### src/rtl/zbt_display_reader.sv
// Read side of the NTSC frame store: forecasts the XVGA beam, issues ZBT reads
// ahead of it, unpacks 36-bit words into 18-bit pixels and realigns the syncs.
module zbt_display_reader #(
   parameter int unsigned H_TOTAL  = 1344,
   parameter int unsigned V_TOTAL  = 806,
   parameter int unsigned ZBT_LAT  = 2,
   parameter int unsigned FORECAST = 4,
   parameter int unsigned X_LO     = 150,
   parameter int unsigned X_HI     = 1023,
   parameter int unsigned Y_LO     = 100,
   parameter int unsigned Y_HI     = 767
) (
   input  logic        clk,
   input  logic        reset_n,
   input  logic [10:0] hcount,
   input  logic [9:0]  vcount,
   input  logic        hsync,
   input  logic        vsync,
   input  logic        blank,
   input  logic [35:0] vram_read_data,
   output logic [18:0] vram_addr,
   output logic        vram_re,
   output logic [17:0] pixel,
   output logic        hsync_out,
   output logic        vsync_out,
   output logic        blank_out
);

   localparam int unsigned HW  = 11;
   localparam int unsigned VW  = 10;
   localparam int unsigned FW  = 12;
   localparam int unsigned PW  = 18;
   localparam int unsigned DW  = 36;
   localparam int unsigned AW  = 19;

   typedef enum logic {
      WAIT_VS = 1'b0,
      RUN     = 1'b1
   } state_t;

   state_t               state_q;
   state_t               state_d;

   logic [DW-1:0]        word_q;
   logic [ZBT_LAT-1:0]   re_pipe_q;

   logic [FW-1:0]        hf_sum_c;
   logic                 hwrap_c;
   logic [FW-1:0]        hf_c;
   logic [VW:0]          vinc_c;
   logic [VW-1:0]        vf_c;
   logic                 issue_c;
   logic [AW-1:0]        addr_c;
   logic                 visible_c;
   logic [PW-1:0]        pixel_c;

   // Beam forecast: FORECAST pixels ahead, wrapping line and frame.
   always_comb begin
      hf_sum_c = FW'(hcount) + FW'(FORECAST);
      hwrap_c  = (hf_sum_c >= FW'(H_TOTAL));
      hf_c     = hf_sum_c;
      vinc_c   = (VW+1)'(vcount) + (VW+1)'(1);
      vf_c     = vcount;
      if (hwrap_c) begin
         hf_c = hf_sum_c - FW'(H_TOTAL);
         vf_c = (vinc_c == (VW+1)'(V_TOTAL)) ? '0 : VW'(vinc_c);
      end
   end

   // Next state plus read-issue and pixel-select decisions.
   always_comb begin
      state_d   = state_q;
      issue_c   = 1'b0;
      addr_c    = {vf_c, hf_c[9:1]};
      visible_c = 1'b0;
      pixel_c   = '0;

      case (state_q)
         WAIT_VS: begin
            // vsync_out holds the previous-cycle vsync
            if (vsync_out && !vsync) begin
               state_d = RUN;
            end
         end
         RUN: begin
            issue_c = !hf_c[0] && (hf_c <= FW'(X_HI)) && (vf_c <= VW'(Y_HI));
         end
         default: begin
            state_d = WAIT_VS;
         end
      endcase

      visible_c = (state_q == RUN) && !blank &&
                  (hcount >= HW'(X_LO)) && (hcount <= HW'(X_HI)) &&
                  (vcount >= VW'(Y_LO)) && (vcount <= VW'(Y_HI));
      if (visible_c) begin
         pixel_c = hcount[0] ? word_q[PW-1:0] : word_q[DW-1:PW];
      end
   end

   // FSM state register.
   always_ff @(posedge clk or negedge reset_n) begin
      if (!reset_n) begin
         state_q <= WAIT_VS;
      end else begin
         state_q <= state_d;
      end
   end

   // Read address/strobe; address holds between issues.
   always_ff @(posedge clk or negedge reset_n) begin
      if (!reset_n) begin
         vram_addr <= '0;
         vram_re   <= 1'b0;
      end else begin
         vram_re <= issue_c;
         if (issue_c) begin
            vram_addr <= addr_c;
         end
      end
   end

   // Return path: strobe latency pipe and word capture when data is valid.
   always_ff @(posedge clk or negedge reset_n) begin
      if (!reset_n) begin
         re_pipe_q <= '0;
         word_q    <= '0;
      end else begin
         re_pipe_q <= {re_pipe_q[ZBT_LAT-2:0], vram_re};
         if (re_pipe_q[ZBT_LAT-1]) begin
            word_q <= vram_read_data;
         end
      end
   end

   // Pixel and sync outputs, one cycle behind the beam inputs.
   always_ff @(posedge clk or negedge reset_n) begin
      if (!reset_n) begin
         pixel     <= '0;
         hsync_out <= 1'b1;
         vsync_out <= 1'b1;
         blank_out <= 1'b1;
      end else begin
         pixel     <= pixel_c;
         hsync_out <= hsync;
         vsync_out <= vsync;
         blank_out <= blank;
      end
   end

endmodule

### config.mk
export PLATFORM = sky130hd
export DESIGN_NAME = zbt_display_reader
export DESIGN_NICKNAME = d
export VERILOG_FILES = /design/src/rtl/zbt_display_reader.sv
export SDC_FILE = /design/constraint.sdc
export NUM_CORES = 1
export LEC_CHECK = 0
export CAP_MARGIN = 10
export CORE_AREA = 3 3 115 95
export DETAILED_ROUTE_END_ITERATION = 6
export DIE_AREA = 0 0 118 98
export PLACE_DENSITY = 0.67
export SLEW_MARGIN = 20
export SYNTH_ARGS = -nofsm -noshare
export SYNTH_HDL_FRONTEND = slang
export SYNTH_SLANG_ARGS = --single-unit
### constraint.sdc
create_clock -name clk -period 3.7 [get_ports clk]
set_clock_uncertainty 0.05 [all_clocks]
set_input_delay 0.37 -clock clk [delete_from_list [all_inputs] [get_ports clk]]
set_output_delay 0.37 -clock clk [all_outputs]
set_load 0.03 [all_outputs]
==> impl_metrics.env <==
export IMPL_grt_overflow=0
export IMPL_fp_dieW_um=118
export IMPL_post_cts_buffers=0
export IMPL_fp_row_count=32
export IMPL_max_slew_worst_pin_slew_ns=0.716
export IMPL_synth_fp_nets=399
export IMPL_detail_route_vias_per_cell=4.97
export IMPL_cts_buffers_inserted=9
export IMPL_antenna_found_initial=0
export IMPL_instances_no_fill=570
export IMPL_initial_core_util=0.402
export IMPL_wire_per_inst_um=15.3
export IMPL_grt_usage=0.153
export IMPL_fmax_ghz=0.306
export IMPL_nets=497
export IMPL_gp_congestion=0.862
export IMPL_setup_viol=0
export IMPL_io_pins=103
export IMPL_cpLargestDelayFamily="compound AO/OA/AOI/OAI gates"
export IMPL_dieArea_um2=11600
export IMPL_die_y_um=98
export IMPL_drt_iter0_drc=138
export IMPL_avgSynthCellArea_um2=11.8
export IMPL_startpoint="hcount[2]"
export IMPL_synth_cells=331
export IMPL_hold_viol=0
export IMPL_max_cap_violations=0
export IMPL_remaining_drc_errors=0
export IMPL_crit_arrival_ns=3.43
export IMPL_r2r_start="re_pipe_q[1]"
export IMPL_grt_max_degree=81
export IMPL_end_kind="flip-flop"
export IMPL_cts_sinks=80
export IMPL_htreeDepth=3
export IMPL_rsz0062_at_grt="false"
export IMPL_cp_start_kind="input port"
export IMPL_internal_power_w=0.00201
export IMPL_clk_pin_slew_ns=0.06
export IMPL_coreArea_um2=9730
export IMPL_slowest_stage="clkdlybuf4s50_1"
export IMPL_synth_ff_type="dfrtp_1"
export IMPL_clock_root_buffer="clkbuf_16"
export IMPL_critPathBufInv=1
export IMPL_finalCoreUtilization=0.556
export IMPL_clk_latency_ns=0.33
export IMPL_crit_type="input port to flip-flop"
export IMPL_first_global_vias=2914
export IMPL_cts_tree="yes"
export IMPL_power_leakage_nw=2.35
export IMPL_seq_area_frac_synth=0.513
export IMPL_drive_gt1_frac=0.189
export IMPL_drtPass1Iterations=4
export IMPL_postCtsHoldBufs=0
export IMPL_crit_chain="clkdlybuf4s50_1, ha_1, nand4_1, o211ai_2, a2111oi_1, o21a_1, a221oi_4, mux2i_2, nand2_4, mux2_4"
export IMPL_synth_seq_cells=80
export IMPL_pwr_density_cell_nw_per_um2=505
export IMPL_syn_to_final_growth_pct=38.2
export IMPL_place_inst=554
export IMPL_diodes=0
export IMPL_min_period_ns=3.27
export IMPL_synth_edf_count=0
export IMPL_slew_headroom=0.522
export IMPL_p_seq_frac=0.396
export IMPL_switching_share=0.263
export IMPL_crit_fanout=19
export IMPL_cts_max_path_buffers=2
export IMPL_hpwl_um=6090
export IMPL_status="complete, no violations"
export IMPL_yosysUniqueCellTypes=46
export IMPL_wl_um=8700
export IMPL_num_vias=2835
export IMPL_cpPeakStageDelay_ns=0.61
export IMPL_cp_required_ns=3.86
export IMPL_numPortBuffers=102
export IMPL_async_reset_ff_frac=1.00
export IMPL_pwr_share_clk=0.377
export IMPL_post_cts_resized=0
export IMPL_synth_warnings=0
export IMPL_combPwrFrac=0.228
export IMPL_ant_nets=0
export IMPL_p_sw_w=0.000719
export IMPL_max_vdd_ir_drop_mv=0.285
export IMPL_rrSetupSlack_ns=2.03
export IMPL_report_final_slew_viol_count=0
export IMPL_grt_pass1_wl_um=14400
export IMPL_hp_class="input port to async pin"
export IMPL_setup_tns_ns=0
export IMPL_fin_crit_sh=0.884
export IMPL_synthesis_area_um2=3910
area by class of cell:
| cell class | instances | area [um^2] |
|---|---|---|
| clock inverter | 6 | 115 |
| inverter | 14 | 52.6 |
| timing repair buffer | 107 | 1060 |
| clock buffer | 10 | 239 |
| tap | 136 | 170 |
| multi-input combinational | 217 | 1760 |
| fill | 863 | 4320 |
| sequential | 80 | 2010 |
synthesized netlist by cell type (all sizes together), types with 2 or more instances:
cell / number / area share
dfrtp: 77 / 0.49
mux2: 52 / 0.16
nor2: 32 / 0.031
mux2i: 22 / 0.057
inv: 14 / 0.013
buf: 12 / 0.015
nand2: 11 / 0.012
o21ai: 11 / 0.014
xor2: 10 / 0.022
a21oi: 9 / 0.012
xnor2: 9 / 0.020
clkbuf: 8 / 0.0077
nand3: 7 / 0.0090
ha: 6 / 0.019
a31oi: 5 / 0.0080
nand4: 5 / 0.0080
and3: 4 / 0.0064
nor3: 4 / 0.0051
dfstp: 3 / 0.020
nor2b: 3 / 0.0048
a2111oi: 2 / 0.0048
a211o: 2 / 0.0045
a22o: 2 / 0.0045
a311o: 2 / 0.0051
and4: 2 / 0.0045
nor4: 2 / 0.0032
o21bai: 2 / 0.0038
o41ai: 2 / 0.0045
sequential cells by signal, summed over array words and instances (netlist names):
name and count:
pixel 18, vram_re 1, state_q 1, vram_addr 19
word_q 36, re_pipe_q 2, hsync_out 1, blank_out 1
vsync_out 1
stage by stage:
| stage | total power (W) | hold WS (ns) | instance area (um^2) | setup slack, ns |
|---|---|---|---|---|
| after floorplan | 0.00145 | 0.0244 | 3910 | 0.835 |
| after global placement | 0.00171 | 0.289 | 5050 | 0.289 |
| after detailed placement | 0.00172 | 0.288 | 5050 | 0.152 |
| after CTS | 0.00277 | 0.202 | 5400 | 0.485 |
| after global routing | 0.00286 | 0.0665 | 5410 | 0.155 |
| final | 0.00273 | 0.00678 | 5410 | 0.429 |
kinds of logic after synthesis:
| kind of cell | after synthesis | synth area share |
|---|---|---|
| flip-flops | 80 | 0.513 |
| multiplexers | 74 | 0.214 |
| AND/OR/NAND/NOR | 74 | 0.0940 |
| AO/OA/AOI/OAI | 44 | 0.0816 |
| buffers and inverters | 34 | 0.0365 |
| XOR/XNOR | 19 | 0.0425 |
| adder cells (fa/ha/maj) | 6 | 0.0192 |
power by group through the flow:
stage | logic, W | registers (W) | clock network [W]
2_1_floorplan | 0.000256 | 0.00120 | 0
3_3_place_gp | 0.000618 | 0.00109 | 0
5_1_grt | 0.000667 | 0.00110 | 0.00109
4_1_cts | 0.000629 | 0.00108 | 0.00106
6_report | 0.000621 | 0.00108 | 0.00103
3_5_place_dp | 0.000627 | 0.00110 | 0
path summary, 6_finish.rpt:
kind / to / cells past startpoint
worst max-delay path: vram_addr[17] / 10
worst min-delay path: vram_addr[1] / 1
worst max register to register: word_q[19] / 2
worst min register to register: re_pipe_q[1] / 0
max in group asynchronous: word_q[9] / 1
min in group clk: re_pipe_q[1] / 0
cell usage in the layout, fill, tap and decap left out, types with 10 or more instances in the layout:
cell type	n
mux2_2	45
inv_1	14
mux2i_1	21
clkdlybuf4s50_1	101
nand2_1	10
xor2_1	10
o21ai_0	10
nor2_1	32
dfrtp_1	77
worst register-to-register path: cells and delay by family (launching register included):
kind	cells	cell delay (ns)
buffers and inverters	1	0.43
DFF	1	0.69
muxes	1	0.39
layer usage:
| metal | global-route usage | vias up | part of all wire |
|---|---|---|---|
| met2 | 0.230 | 120 | 0.45 |
| li1 | - | 1366 | - |
| met1 | 0.205 | 1339 | 0.45 |
| met5 | 0 | - | 0 |
| met4 | 0.0450 | 0 | 0.0087 |
| met3 | 0.0637 | 10 | 0.091 |
Power figures use the tool's default switching activity.
